**config.mk**
```make
export PLATFORM = sky130hd
export DESIGN_NAME = regfile_wb_arbiter
export DESIGN_NICKNAME = d
export VERILOG_FILES = /design/src/rtl/regfile_wb_arbiter.sv
export SDC_FILE = /design/constraint.sdc
export NUM_CORES = 1
export LEC_CHECK = 0
export ABC_AREA = 1
export CAP_MARGIN = 20
export CORE_MARGIN = 3
export CORE_UTILIZATION = 40
export CTS_CLUSTER_SIZE = 25
export DETAILED_ROUTE_END_ITERATION = 10
export DONT_BUFFER_PORTS = 1
export PLACE_DENSITY_LB_ADDON = 0.2
export SLEW_MARGIN = 20
export SYNTH_ARGS = -nofsm -noshare
export SYNTH_HDL_FRONTEND = slang
export SYNTH_SLANG_ARGS = --single-unit
```
**constraint.sdc**
```tcl
create_clock -name clk_i -period 1.8 [get_ports clk_i]
set_input_delay 0.36 -clock clk_i [delete_from_list [all_inputs] [get_ports clk_i]]
set_output_delay 0.36 -clock clk_i [all_outputs]
set_load 0.01 [all_outputs]
```
**src/rtl/regfile_wb_arbiter.sv**
```systemverilog
// Register-file write-port arbiter: pipeline writeback has priority, MDU results wait in a
// one-entry buffer, and a pending scoreboard raises stall_o on hazards against outstanding MDU ops.
module regfile_wb_arbiter #(
  parameter int MAX_OUT      = 4,
  parameter int STARVE_LIMIT = 4
) (
  input  logic        clk_i,
  input  logic        rst_i,
  input  logic        pipe_we_i,
  input  logic [4:0]  pipe_rd_i,
  input  logic [31:0] pipe_data_i,
  input  logic        mdu_valid_i,
  input  logic [4:0]  mdu_rd_i,
  input  logic [31:0] mdu_data_i,
  output logic        mdu_ready_o,
  input  logic        issue_i,
  input  logic [4:0]  issue_rd_i,
  input  logic [4:0]  chk_rs1_i,
  input  logic [4:0]  chk_rs2_i,
  input  logic [4:0]  chk_rd_i,
  output logic        stall_o,
  output logic        full_o,
  output logic        hold_o,
  output logic [31:0] pending_o,
  output logic        rf_we_o,
  output logic [4:0]  rf_rd_o,
  output logic [31:0] rf_data_o
);

  localparam int DATA_W = 32;
  localparam int CNT_W  = $clog2(MAX_OUT + 1);
  localparam int WAIT_W = $clog2(STARVE_LIMIT + 1);
  localparam logic [CNT_W-1:0]  MAX_CNT  = CNT_W'(MAX_OUT);
  localparam logic [WAIT_W-1:0] WAIT_MAX = WAIT_W'(STARVE_LIMIT);

  typedef enum logic {EMPTY = 1'b0, HELD = 1'b1} buf_state_t;

  buf_state_t        state, state_nxt;
  logic [4:0]        buf_rd;
  logic [DATA_W-1:0] buf_data;
  logic [CNT_W-1:0]  count, count_nxt;
  logic [WAIT_W-1:0] wait_cnt, wait_nxt;
  logic [31:0]       pending, pending_nxt;
  logic              pipe_act, grant, latch, drop, inc, dec;

  assign pipe_act = pipe_we_i && (pipe_rd_i != 5'd0);

  // Buffer FSM: a result to x0 is accepted but discarded without occupying the buffer.
  always_comb begin
    state_nxt = state;
    latch     = 1'b0;
    drop      = 1'b0;
    grant     = 1'b0;
    case (state)
      EMPTY: begin
        if (mdu_valid_i) begin
          if (mdu_rd_i != 5'd0) begin
            latch     = 1'b1;
            state_nxt = HELD;
          end else begin
            drop = 1'b1;
          end
        end
      end
      HELD: begin
        if (!pipe_act) begin
          grant     = 1'b1;
          state_nxt = EMPTY;
        end
      end
      default: state_nxt = EMPTY;
    endcase
  end

  always_comb begin
    rf_we_o   = 1'b0;
    rf_rd_o   = 5'd0;
    rf_data_o = '0;
    if (pipe_act) begin
      rf_we_o   = 1'b1;
      rf_rd_o   = pipe_rd_i;
      rf_data_o = pipe_data_i;
    end else if (state == HELD) begin
      rf_we_o   = 1'b1;
      rf_rd_o   = buf_rd;
      rf_data_o = buf_data;
    end
  end

  assign inc = issue_i && (count < MAX_CNT);
  assign dec = grant || drop;

  always_comb begin
    count_nxt = count;
    case ({inc, dec})
      2'b10:   count_nxt = count + CNT_W'(1);
      2'b01:   count_nxt = (count == '0) ? count : count - CNT_W'(1);
      default: count_nxt = count;
    endcase
  end

  // Set is applied after clear so a re-issue to the register being written stays pending.
  always_comb begin
    pending_nxt = pending;
    if (grant)
      pending_nxt[buf_rd] = 1'b0;
    if (inc && (issue_rd_i != 5'd0))
      pending_nxt[issue_rd_i] = 1'b1;
    pending_nxt[0] = 1'b0;
  end

  always_comb begin
    wait_nxt = '0;
    if ((state == HELD) && pipe_act)
      wait_nxt = (wait_cnt == WAIT_MAX) ? wait_cnt : wait_cnt + WAIT_W'(1);
  end

  always_ff @(posedge clk_i) begin
    if (rst_i) begin
      state    <= EMPTY;
      count    <= '0;
      pending  <= '0;
      wait_cnt <= '0;
    end else begin
      state    <= state_nxt;
      count    <= count_nxt;
      pending  <= pending_nxt;
      wait_cnt <= wait_nxt;
    end
  end

  always_ff @(posedge clk_i) begin
    if (latch) begin
      buf_rd   <= mdu_rd_i;
      buf_data <= mdu_data_i;
    end
  end

  assign mdu_ready_o = (state == EMPTY);
  assign full_o      = (count == MAX_CNT);
  assign hold_o      = (state == HELD) && (wait_cnt >= WAIT_MAX);
  assign pending_o   = pending;
  assign stall_o     = full_o | pending[chk_rs1_i] | pending[chk_rs2_i] | pending[chk_rd_i];

endmodule

```
==> results.rst <==
.. list-table::
   :header-rows: 1

   * - Metric
     - Value
   * - Outcome
     - finished, violations left
   * - Failing checks
     - negative setup slack
   * - Dpl cells
     - 675
   * - Routed Wire Length
     - 13000 µm
   * - Highest clock frequency the design can meet
     - 535 MHz
   * - Async S/R FF share, synth
     - 0
   * - Clock transition at path regs
     - 0.07 ns
   * - Pin count of the biggest net entering global routing
     - 39
   * - TritonCTS clock tree
     - yes
   * - Crit-path slowest cell
     - sky130_fd_sc_hd__dfxtp_1
   * - Data arrival time at the worst-slack endpoint
     - 1.51 ns
   * - Number of hold-slack violations in the final timing report
     - 0
   * - WL/cell
     - 18.7 µm
   * - Worst setup margin
     - -0.0697 ns
   * - Share of the clock period used by the worst path
     - 1.04
   * - Fraction of the yosys area taken by sequential cells
     - 0.443
   * - Layout cells sized above 1
     - 0.171
   * - Clk sinks
     - 75
   * - Die footprint
     - 11800 µm²
   * - CTS max path bufs
     - 2
   * - Total power
     - 3910 µW
   * - # diodes
     - 0
   * - Final Cell Area
     - 4850 µm²
   * - Die width
     - 109 µm
   * - CP Max Fanout
     - 5
   * - Power density normalized to cell area
     - 805 nW/µm²
   * - Startpoint-to-endpoint class of the critical path
     - reg2out
   * - Transition at the pin with the smallest max-transition slack
     - 0.585 ns
   * - Number of failing setup endpoints in the final timing report
     - 17
   * - Kind of cell adding the most delay to the critical path
     - flip-flops
   * - Number of ports placed on the die boundary
     - 173
   * - Flip-flop and latch count after synthesis
     - 75
   * - Count of flip-flops with a built-in enable after synthesis
     - 37
   * - CTS Root Buffer Type
     - sky130_fd_sc_hd__clkbuf_8
   * - CP Launch Type
     - register
   * - Area of the mapped netlist
     - 4230 µm²
   * - Wire length of the first global-routing pass
     - 19300 µm
   * - Filler cell count in the final layout
     - 997
   * - Worst relative slew slack
     - 0.607
   * - First-pass iteration count of the detailed router
     - 5
   * - Cell leakage power
     - 0.00191 µW
   * - Net total in the final layout
     - 660
   * - Number of buffers inserted by hold repair at cts
     - 0
   * - Detailed-route via count
     - 3945
   * - Clock Latency Late Sink
     - 0.35 ns
   * - Chip height
     - 109 µm
   * - Critical-path cell list
     - nand3_1 -> nand3_1 -> nand3_1 -> a21oi_2 -> nor2_1 -> nand2_1
   * - Final worst path period need
     - 1.87 ns
   * - FP Rows
     - 36
   * - Post-Syn Nets
     - 646
   * - Crit-path most repeated cell
     - sky130_fd_sc_hd__nand3_1
   * - Half-perimeter wire length after placement
     - 9810 µm
   * - Vias in the first global route
     - 3699
   * - Port-buffer cells
     - 0
   * - CTS Buf Count
     - 9
   * - Cell variety after synth
     - 29
   * - Setup slack after placement
     - -0.0273 ns
   * - Critical Path Max Stage Delay
     - 0.54 ns
   * - Max-cap violations
     - 0
   * - DRC violations left
     - 0
   * - Area of combinational cells with multiple inputs
     - 2040 µm²
   * - GP Congestion
     - 0.928
   * - Number of antenna-violating nets in the routed design
     - 0
   * - First-iteration detailed-routing DRC count
     - 359
   * - Total overflow reported by the global router
     - 0
   * - Synthesis-to-finish area growth
     - 14.9%
   * - Instance count of the mapped netlist
     - 544
   * - Top flip-flop cell by instance count after synthesis
     - sky130_fd_sc_hd__dfxtp_1
   * - Mean instance size in the synthesized netlist
     - 7.77 µm²
   * - DP Area
     - 4420 µm²
   * - CP bufs+invs
     - 0
   * - CTS H-tree depth
     - 3
   * - Initial antenna violation count
     - 0
   * - Number of standard cells in the layout, taps in and fillers out
     - 696
   * - Largest clock skew in the final design
     - 0.00583 ns
   * - Maximum ir drop on the vdd rail
     - 0.509 mV
   * - Initial Util
     - 0.423
   * - Path type of the worst min-delay path
     - in2reg
   * - Reg area
     - 1910 µm²
   * - RSZ-0062 raised after global routing
     - yes
   * - Core footprint
     - 10000 µm²
   * - Post-DR vias/cell
     - 5.67
   * - Pins Over Slew Limit
     - 0
   * - GR Util All Layers
     - 0.213
   * - Yosys warning count
     - 0
   * - Endpoint type of the worst setup path
     - output pin
   * - Required time worst endpoint
     - 1.44 ns
-- registers in the layout, indices dropped and copies added (netlist names) --
| name | cells |
|---|---|
| state | 1 |
| buf_data | 32 |
| count | 3 |
| buf_rd | 5 |
| pending_o | 31 |
| wait_cnt | 3 |
-- routing by layer --
metal / global-route usage / vias up / routed length, µm
met2: 0.333 / 178 / 6130
li1: - / 1925 / -
met5: 0 / - / 0
met4: 0.0920 / 0 / 245
met3: 0.0497 / 22 / 1140
met1: 0.283 / 1820 / 5470
-- cells in the mapped netlist, types with 2 or more instances --
| master | n | area share |
|---|---|---|
| sky130_fd_sc_hd__a21oi_1 | 64 | 0.076 |
| sky130_fd_sc_hd__a22o_1 | 32 | 0.066 |
| sky130_fd_sc_hd__buf_2 | 6 | 0.0071 |
| sky130_fd_sc_hd__buf_4 | 7 | 0.012 |
| sky130_fd_sc_hd__buf_6 | 4 | 0.011 |
| sky130_fd_sc_hd__clkbuf_1 | 5 | 0.0044 |
| sky130_fd_sc_hd__dfxtp_1 | 38 | 0.18 |
| sky130_fd_sc_hd__edfxtp_1 | 37 | 0.26 |
| sky130_fd_sc_hd__ha_1 | 3 | 0.0089 |
| sky130_fd_sc_hd__inv_1 | 61 | 0.054 |
| sky130_fd_sc_hd__inv_2 | 5 | 0.0044 |
| sky130_fd_sc_hd__nand2_1 | 110 | 0.098 |
| sky130_fd_sc_hd__nand2_2 | 3 | 0.0044 |
| sky130_fd_sc_hd__nand3_1 | 43 | 0.051 |
| sky130_fd_sc_hd__nand4_1 | 4 | 0.0059 |
| sky130_fd_sc_hd__nor2_1 | 18 | 0.016 |
| sky130_fd_sc_hd__nor2_2 | 2 | 0.0030 |
| sky130_fd_sc_hd__nor3_1 | 8 | 0.0095 |
| sky130_fd_sc_hd__o211ai_1 | 16 | 0.028 |
| sky130_fd_sc_hd__o21ai_0 | 64 | 0.076 |
| sky130_fd_sc_hd__o21ai_1 | 6 | 0.0071 |
-- report_power, final --
| group | internal, µW | switching (µW) | total (µW) | leakage, µW |
|---|---|---|---|---|
| sequential | 1880 | 54.4 | 1930 | 0.000675 |
| combinational | 222 | 353 | 575 | 0.00113 |
| clock | 783 | 618 | 1400 | 0.000106 |
-- stage by stage --
step	hold WS (ns)	utilization	TNS, ns
2_1_floorplan	0.459	-	0
3_3_place_gp	0.435	0.442	0
3_5_place_dp	0.435	0.442	-0.0273
4_1_cts	0.0386	0.467	-0.118
5_1_grt	0.0367	0.485	-2.68
6_report	0.0606	0.485	-0.344
-- cells by family (layout without fill, tap and decap cells) --
group / Yosys count / in the layout / share of synthesized area
compound gates: 183 / 183 / 0.255
xor+xnor: 2 / 2 / 0.00415
simple gates: 191 / 191 / 0.194
buf+inv: 89 / 108 / 0.0942
flops: 75 / 75 / 0.443
fa+ha+maj: 3 / 3 / 0.00888
other cells: 1 / 1 / 0.000888
-- worst paths after layout --
kind	end	depth (start not counted)	startpoint	slack, ns
worst max-delay path	stall_o	6	pending_o[1]	-0.07
worst max register to register	count[2]	13	state	0.18
worst min register to register	wait_cnt[1]	2	wait_cnt[1]	0.51
worst min-delay path	state	1	rst_i	0.06
-- cell usage in the layout (no fill, tap or decap), types with 2 or more instances in the layout --
master,n
sky130_fd_sc_hd__edfxtp_1,37
sky130_fd_sc_hd__dfxtp_2,19
sky130_fd_sc_hd__nor3_1,8
sky130_fd_sc_hd__nor2_2,2
sky130_fd_sc_hd__dfxtp_4,4
sky130_fd_sc_hd__buf_4,21
sky130_fd_sc_hd__clkinv_4,2
sky130_fd_sc_hd__o211ai_1,16
sky130_fd_sc_hd__clkbuf_8,9
sky130_fd_sc_hd__o21ai_1,13
sky130_fd_sc_hd__nor2_1,18
sky130_fd_sc_hd__a22o_1,24
sky130_fd_sc_hd__dfxtp_1,15
sky130_fd_sc_hd__a21oi_1,61
sky130_fd_sc_hd__clkinvlp_4,2
sky130_fd_sc_hd__o21ai_0,57
sky130_fd_sc_hd__nand4_1,4
sky130_fd_sc_hd__inv_1,53
sky130_fd_sc_hd__a21oi_2,3
sky130_fd_sc_hd__clkbuf_16,2
sky130_fd_sc_hd__nand2_1,109
sky130_fd_sc_hd__bufinv_16,2
sky130_fd_sc_hd__buf_12,2
sky130_fd_sc_hd__nand2_2,3
sky130_fd_sc_hd__inv_2,11
sky130_fd_sc_hd__a22o_4,8
sky130_fd_sc_hd__nand3_1,43
sky130_fd_sc_hd__ha_1,3
-- cell type report --
cell class                      count  area share
Multi-Input combinational cell    380       0.421
Sequential cell                    75       0.394
Timing Repair Buffer               26      0.0534
Inverter                           66      0.0528
Tap cell                          133      0.0343
Clock buffer                       10      0.0263
Clock inverter                      6      0.0186
-- what timing repair did --
item | 4_1_cts | 5_1_grt
pin swaps | 4 | 4
endpoints found under the setup margin | 34 | 33
setup buffers | 0 | 2
gates cloned | 0 | 3
gates resized for setup | 19 | 38
Note: power is estimated with default switching activity, not from simulation.
